==> src/rtl/udp_rx.sv <==
// udp_rx: GMII UDP/IPv4 receive parser; strips preamble/Ethernet/IPv4/UDP headers and streams the payload.
// Optional IPv4 header checksum check: define UDP_RX_IP_CSUM_EN.
module udp_rx #(
    parameter logic [47:0] BOARD_MAC = 48'h00_11_22_33_44_55,
    parameter logic [31:0] BOARD_IP  = {8'd192, 8'd168, 8'd1, 8'd10}
) (
    input  logic        clk,
    input  logic        rst_n,
    input  logic        gmii_rx_dv,
    input  logic [7:0]  gmii_rxd,
    output logic        rec_en,
    output logic [7:0]  rec_data,
    output logic        rec_pkt_done,
    output logic [15:0] rec_byte_num,
    output logic [47:0] src_mac,
    output logic [31:0] src_ip
);
    typedef enum logic [2:0] {
        ST_IDLE, ST_PREAMBLE, ST_ETH_HEAD, ST_IP_HEAD, ST_UDP_HEAD, ST_RX_DATA, ST_RX_END
    } state_t;

    state_t      state;
    logic [15:0] cnt;
    logic [15:0] udp_len;
    logic [15:0] pay_len;
    logic [39:0] hdr;
    logic [47:0] mac_sh;
    logic [31:0] ip_sh;
    logic        done_pend;
    logic [47:0] win48;
    logic [31:0] win32;
    logic [15:0] win16;
    logic        ip_ok;

    // Sliding window of the most recent header bytes, current byte in the LSBs
    assign win48 = {hdr, gmii_rxd};
    assign win32 = win48[31:0];
    assign win16 = win48[15:0];

`ifdef UDP_RX_IP_CSUM_EN
    logic [15:0] csum;
    logic [16:0] csum_raw;
    logic [15:0] csum_nxt;

    assign csum_raw = {1'b0, csum} + {1'b0, win16};
    assign csum_nxt = csum_raw[15:0] + {15'd0, csum_raw[16]};
    assign ip_ok    = (win32 == BOARD_IP) && (csum_nxt == 16'hffff);

    // End-around-carry sum over the ten 16-bit header words, one word per odd byte
    always_ff @(posedge clk or negedge rst_n) begin
        if (!rst_n)
            csum <= 16'd0;
        else if (state == ST_ETH_HEAD)
            csum <= 16'd0;
        else if (state == ST_IP_HEAD && gmii_rx_dv && cnt[0])
            csum <= csum_nxt;
    end
`else
    assign ip_ok = (win32 == BOARD_IP);
`endif

    always_ff @(posedge clk or negedge rst_n) begin
        if (!rst_n) begin
            state        <= ST_IDLE;
            cnt          <= 16'd0;
            udp_len      <= 16'd0;
            pay_len      <= 16'd0;
            hdr          <= 40'd0;
            mac_sh       <= 48'd0;
            ip_sh        <= 32'd0;
            done_pend    <= 1'b0;
            rec_en       <= 1'b0;
            rec_data     <= 8'd0;
            rec_pkt_done <= 1'b0;
            rec_byte_num <= 16'd0;
            src_mac      <= 48'd0;
            src_ip       <= 32'd0;
        end else begin
            rec_en       <= 1'b0;
            rec_pkt_done <= done_pend;
            done_pend    <= 1'b0;
            if (done_pend) begin
                rec_byte_num <= pay_len;
                src_mac      <= mac_sh;
                src_ip       <= ip_sh;
            end
            hdr <= {hdr[31:0], gmii_rxd};
            cnt <= cnt + 16'd1;
            if (!gmii_rx_dv) begin
                state <= ST_IDLE;
                cnt   <= 16'd0;
            end else begin
                case (state)
                    ST_IDLE: begin
                        state <= (gmii_rxd == 8'h55) ? ST_PREAMBLE : ST_RX_END;
                        cnt   <= 16'd1;
                    end
                    ST_PREAMBLE: begin
                        if (gmii_rxd == 8'hd5 && cnt == 16'd7) begin
                            state <= ST_ETH_HEAD;
                            cnt   <= 16'd0;
                        end else if (gmii_rxd != 8'h55 || cnt >= 16'd7) begin
                            state <= ST_RX_END;
                        end
                    end
                    ST_ETH_HEAD: begin
                        if (cnt == 16'd5 && win48 != BOARD_MAC && win48 != '1)
                            state <= ST_RX_END;
                        if (cnt == 16'd11)
                            mac_sh <= win48;
                        if (cnt == 16'd13) begin
                            state <= (win16 == 16'h0800) ? ST_IP_HEAD : ST_RX_END;
                            cnt   <= 16'd0;
                        end
                    end
                    ST_IP_HEAD: begin
                        if ((cnt == 16'd0 && gmii_rxd != 8'h45) || (cnt == 16'd9 && gmii_rxd != 8'd17))
                            state <= ST_RX_END;
                        if (cnt == 16'd15)
                            ip_sh <= win32;
                        if (cnt == 16'd19) begin
                            state <= ip_ok ? ST_UDP_HEAD : ST_RX_END;
                            cnt   <= 16'd0;
                        end
                    end
                    ST_UDP_HEAD: begin
                        if (cnt == 16'd5)
                            udp_len <= win16;
                        if (cnt == 16'd7) begin
                            pay_len   <= udp_len - 16'd8;
                            cnt       <= 16'd0;
                            state     <= (udp_len > 16'd8) ? ST_RX_DATA : ST_RX_END;
                            done_pend <= (udp_len == 16'd8);
                        end
                    end
                    ST_RX_DATA: begin
                        rec_en   <= 1'b1;
                        rec_data <= gmii_rxd;
                        if (cnt == pay_len - 16'd1) begin
                            done_pend <= 1'b1;
                            state     <= ST_RX_END;
                        end
                    end
                    default: ;
                endcase
            end
        end
    end
endmodule

==> config.mk <==
export PLATFORM = sky130hd
export DESIGN_NAME = udp_rx
export DESIGN_NICKNAME = d
export VERILOG_FILES = /design/src/rtl/udp_rx.sv
export SDC_FILE = /design/constraint.sdc
export NUM_CORES = 1
export LEC_CHECK = 0
export CORE_ASPECT_RATIO = 0.9
export CORE_UTILIZATION = 61
export DETAILED_ROUTE_END_ITERATION = 8
export GPL_TIMING_DRIVEN = 0
export PLACE_DENSITY = 0.95
export SYNTH_ARGS = -nofsm -noshare
export SYNTH_HDL_FRONTEND = slang
export SYNTH_SLANG_ARGS = --single-unit
==> constraint.sdc <==
create_clock -name clk -period 4.6 [get_ports clk]
set_input_delay 1.38 -clock clk [delete_from_list [all_inputs] [get_ports clk]]
set_output_delay 1.38 -clock clk [all_outputs]
set_load 0.05 [all_outputs]
# After elaboration in Yosys (flattened, before gate mapping)

Index checks and enable logic that the tools add are counted.

Register bits: 278
Bits in latches: 0
Bits in writable memories: 0
Memory bits (read-only): 0
Bits of input ports: 11
Output and inout bits: 106
Memories kept: 0

$add $sub $neg: 3
Multiply operators: 0
Divide/modulo/power cells: 0
Order comparisons: 2
Eq/ne operators: 29
Shift operators: 0
Multiplexer cells: 26
Bitwise gates (word level): 0
Reductions and logical operators: 15

Operator list:

| kind                    | number |
|---|---|
| $eq A16 B4 Y1 const B   | 5 |
| $mux W16                | 5 |
| $pmux W16 S5            | 1 |
| $ne A48 B37 Y1 const B  | 1 |
| $ne A48 B48 Y1 const B  | 1 |
| $mux W3                 | 11 |
| $eq A16 B3 Y1 const B   | 2 |
| $eq A32 B32 Y1 const B  | 1 |
| $pmux W3 S6             | 1 |
| $add A16 B1 Y16 const B | 1 |
| $eq A16 B12 Y1 const B  | 1 |
| $eq A16 B16 Y1          | 1 |
| $eq A16 B5 Y1 const B   | 1 |
| $ge A16 B3 Y1 const B   | 1 |
| $gt A16 B4 Y1 const B   | 1 |
| $logic_not A16 Y1       | 1 |
| $ne A8 B7 Y1 const B    | 2 |
| $sub A16 B1 Y16 const B | 1 |
| $sub A16 B4 Y16 const B | 1 |
| $ne A4 B4 Y1 const B    | 3 |
| $reduce_and A3 Y1       | 4 |
| $eq A8 B7 Y1 const B    | 1 |
| $eq A8 B8 Y1 const B    | 1 |
| $ne A8 B5 Y1 const B    | 1 |
| other kinds (13)        | 26 |

# Depth between registers and ports, before layout

Gate-level depths: netlist of the first run.

Depth after elaboration: 7
Mapped depth: 9

# Worst setup path before layout of the first run

OpenSTA, ideal clock, no wires.

Kind: input to register
From: input gmii_rxd[0]
To: register state[0]
Library setup time: 0.126 ns
Arrival time: 3.142 ns
Data required time: 4.474 ns
Setup slack: 1.332 ns
Stages on the path: 8
Buffers on the path: 1
Path through: clkbuf_1 and4b_1 nand2_1 or4_1 a211oi_1 nor3_1 and3_1 a311o_1

Word-level cells in the longest chain between the ends: 5

RTL lines:

| what                                                          | line | source |
|---|---|---|
| start: declaration                                            | 10   | `input logic [7:0] gmii_rxd,` |
| $ne A48 B37 Y1 (tied with other cells)                        | 107  | `if (cnt == 16'd5 && win48 != BOARD_MAC && win48 != '1)` |
| $logic_and A1 B1 Y1 (tied with other cells) (2 in a row)      | 107  |  |
| $ne A4 B4 Y1 (no source line) or $pmux W3 S6 (tied branches)  | -    |  |
| $reduce_and A6 Y1 (no source line) or $mux W3 (tied branches) | -    |  |
| end signal: assignment                                        | 112  | `state <= (win16 == 16'h0800) ? ST_IP_HEAD : ST_RX_END;` |
| end signal: assignment                                        | 122  | `state <= ip_ok ? ST_UDP_HEAD : ST_RX_END;` |
| end signal: assignment                                        | 132  | `state <= (udp_len > 16'd8) ? ST_RX_DATA : ST_RX_END;` |
| end: declaration                                              | 22   | `state_t state;` |

Parallel ways exist; a longest one is shown, timed or not.
A chain may end at the register's enable or synchronous reset.

# Worst setup path in the final report of the first run

From: input gmii_rxd[3]
To: register state[0]

Same word-level chain as after synthesis.

==> impl_metrics.yaml, run 1 <==
detailed_routing:
  wl_per_cell_um: 22.71
  vias: 7895
  drtPass1Iterations: 5
  routed_via_density: 6.192
  wirelength_mm: 28.96
  drc: 0
  ant_nets: 0
  drtIter0Drc: 743
worst_setup_path:
  r2r_end: "mac_sh[31]$_DFFE_PN0P_"
  arrival_ps: 4410
  r2r_setup_slack_ps: 1450
  cp-start-kind: "input pin"
  critPathKind: "in2reg"
  r2r_start: "cnt[10]$_DFF_PN0_"
  required_ps: 5020
  reg2regPathDepth: 9
  crit_path_max_fanout: 9
  end_kind: "register"
place:
  hpwlAfterDp_mm: 18.67
  gp_congestion: 0.8798
  pre_cts_ws_ps: 249.8
  dpl_cell_area_mm2: 0.01292
  io_buffers: 116
sta:
  setup_viol: 0
  post-route-period-util_pct: 86.66
  fmax_mhz: 250.9
  maxSlewViolCount: 0
  worstMarginPinSlew_ps: 791.6
  skew_ps: 23.74
  setup_ws_ps: 613.8
  fin_crit_ps: 3986
  slew_headroom_pct: 46.74
  fin_setup_tns_ps: 0
  rsz0062_at_grt: "no"
  final_hold_viol_count: 0
floorplan:
  die-area_mm2: 0.01922
  start_util_pct: 62.07
  die_w_um: 146.0
  row_count: 47
  core_region_area_mm2: 0.01835
  ios: 117
  die_height_um: 131.6
yosys:
  synthCells: 861
  ys_ff_latch: 278
  ys_types: 65
  synth-seq-area-share_pct: 61.09
  synth_nets: 877
  netlist_area_mm2: 0.01139
  synthArstFlopShare_pct: 100.0
  syn_area_per_cell_um2: 13.23
  ys.flop_type: "dfrtp_1"
  synth-edff-count: 0
  yosys_warnings: 0
power:
  switching_share_pct: 25.79
  powerDensity_mw_per_mm2: 413.2
  seqPwrFrac_pct: 46.0
  p_leak_nw: 6.483
  clkPwrFrac_pct: 43.1
  p_int_mw: 4.269
  power.switching_mw: 1.484
  comb_power_share_pct: 10.9
  power.total_mw: 5.753
  ir_drop_uv: 403.3
cells_and_area:
  final_core_util_pct: 75.88
  nets: 1024
  final_area_mm2: 0.01392
  layout-drive-gt1-share_pct: 25.85
  area_growth_pct: 22.25
global_route:
  gr-usage-all-layers_pct: 31.01
  antenna_found_initial: 0
  grt_max_degree: 112
  use_met2_pct: 50.66
  gr-usage-met1_pct: 40.63
  met3_usage_pct: 7.153
  grt_pass1_wl_mm: 46.05
  gr-total-overflow: 0
  top_usage_layer: "met2"
  grt_pass1_vias: 8250
clock_tree:
  cts.path.max_buffers: 3
  cts-resized-gates: 0
  cts_tree: "yes"
  worstSkewPairLatency_ps: 540
  htreeDepth: 1
  numCtsBuffers: 27
  clk_root_buffer_cell: "clkbuf_16"
  post_cts_buffers: 0
  hold_buffers: 0
  clk_pin_slew_ps: 70
  clock-sinks: 278
min_path:
  whs_endpoint: "rec_pkt_done$_DFF_PN0_"
  worstHoldPathType: "reg2reg"
  worstHoldPathCells: 0
  hp-start: "done_pend$_DFF_PN0_"
outcome:
  outcome: "finished clean"
flow_run:
  cap_violations: 0
-- power by group through the flow --
stage                     clock [mW]  combinational (mW)  sequential (mW)
after floorplan                    0               0.272             2.76
after global placement             0               0.582             2.68
after detailed placement           0               0.602             2.68
after CTS                       2.49               0.620             2.64
after global routing            2.59               0.677             2.65
final                           2.48               0.626             2.65
-- synth_stat cells, drive strengths merged (3+ instances only) --
library cell	instances	share of area, %
a211oi	3	0.24
a21oi	6	0.26
and3	8	0.44
buf	18	0.79
clkbuf	23	0.77
dfrtp	278	61
ha	5	0.55
inv	12	0.40
mux2	190	19
nand2	73	2.4
nand2b	3	0.16
nand3	17	0.79
nand3b	3	0.20
nand4	19	1.0
nor2	41	1.4
nor3	20	0.88
nor3b	6	0.40
nor4	18	1.3
nor4b	5	0.44
o21ai	22	1.0
or3	4	0.22
or4	6	0.43
xnor2	21	1.6
xor2	20	1.5
-- cell usage in the layout, fill, tap and decap left out, types with 3 or more instances in the layout --
master	instances
nand3b_1	3
ha_1	5
nor2_1	41
nor3_1	20
nor4b_1	4
xnor2_1	21
inv_1	12
clkbuf_8	3
buf_2	9
nor4_2	3
a21oi_1	6
dfrtp_1	278
buf_1	7
nand4_1	19
clkbuf_16	27
and3_1	8
clkinv_4	3
nor4_1	14
or4_1	5
clkdlybuf4s50_1	115
clkinv_2	6
or3_1	4
nand2b_1	3
mux2_2	190
o21ai_0	21
bufinv_16	7
xor2_1	20
clkbuf_1	25
nor3b_1	6
nand2_1	73
nand3_1	16
-- flip-flops by register name, summed over array words and instances, names as in the netlist --
register	count
state	3
pay_len	16
hdr	40
rec_byte_num	16
mac_sh	48
rec_data	8
done_pend	1
udp_len	16
rec_pkt_done	1
src_ip	32
ip_sh	32
cnt	16
rec_en	1
src_mac	48
-- cell type report --
cell class	count	area, um^2
flip-flops and latches	278	6957
fillers	1057	4425
multi-input cells	529	4205
repair buffers	118	1221
clock buffers	33	728.2
well taps	245	306.5
clock inverters	17	275.3
plain buffers	41	177.7
inverters	13	48.80
diodes	1	2.502
-- worst max-delay path, stage by stage --
cell and delay, ps:
clkdlybuf4s50_1 710, nor4b_2 670, nand2_1 160, or4_1 550, a211oi_1 300, nor3_1 170, and3_1 200, a311o_1 270
-- kinds of logic after synthesis --
| logic type | synth area share (%) |
|---|---|
| flops | 61.09 |
| fa+ha+maj | 0.6372 |
| buf+inv | 1.989 |
| compound gates | 3.494 |
| mux | 18.87 |
| xor+xnor | 3.153 |
| simple gates | 10.77 |
-- per-layer routing --
metal,wire length [um],vias to the layer above
li1,-,3354
met1,11260,4027
met2,14270,425
met3,2420,89
met4,998,0
met5,0,-
-- worst max path at each step --
stage	from	endpoint	cells after the start
3_5_place_dp	gmii_rxd[3]	state[0]$_DFFE_PN0P_	8
6_report	gmii_rxd[3]	state[0]$_DFFE_PN0P_	8
2_1_floorplan	gmii_rxd[0]	state[0]$_DFFE_PN0P_	8
3_3_place_gp	rst_n	src_ip[6]$_DFFE_PN0P_	1
4_1_cts	gmii_rxd[3]	state[0]$_DFFE_PN0P_	8
5_1_grt	gmii_rxd[4]	state[0]$_DFFE_PN0P_	8
-- through the flow --
step | std cells | hold slack, ps
after floorplan | 861 | 351.9
after global placement | 1222 | 361.9
after detailed placement | 1224 | 364.1
after CTS | 1274 | 393.6
after global routing | 1274 | 408.1
final | 1275 | 391.7
Note: power is estimated with default switching activity, not from simulation.
==> run 2, diff against run 1 <==
==> constraint.sdc (replaced) <==
create_clock -name clk -period 4.6 [get_ports clk]
set_input_delay 1.15 -clock clk [delete_from_list [all_inputs] [get_ports clk]]
set_output_delay 1.15 -clock clk [all_outputs]
set_load 0.05 [all_outputs]
==> results of run 2 <==
Same layout as run 1 (identical final DEF). Status: finished clean.
Among the figures that moved: setup slack after placement 249.8 ps -> 479.8 ps; setup slack after layout 613.8 ps -> 843.8 ps
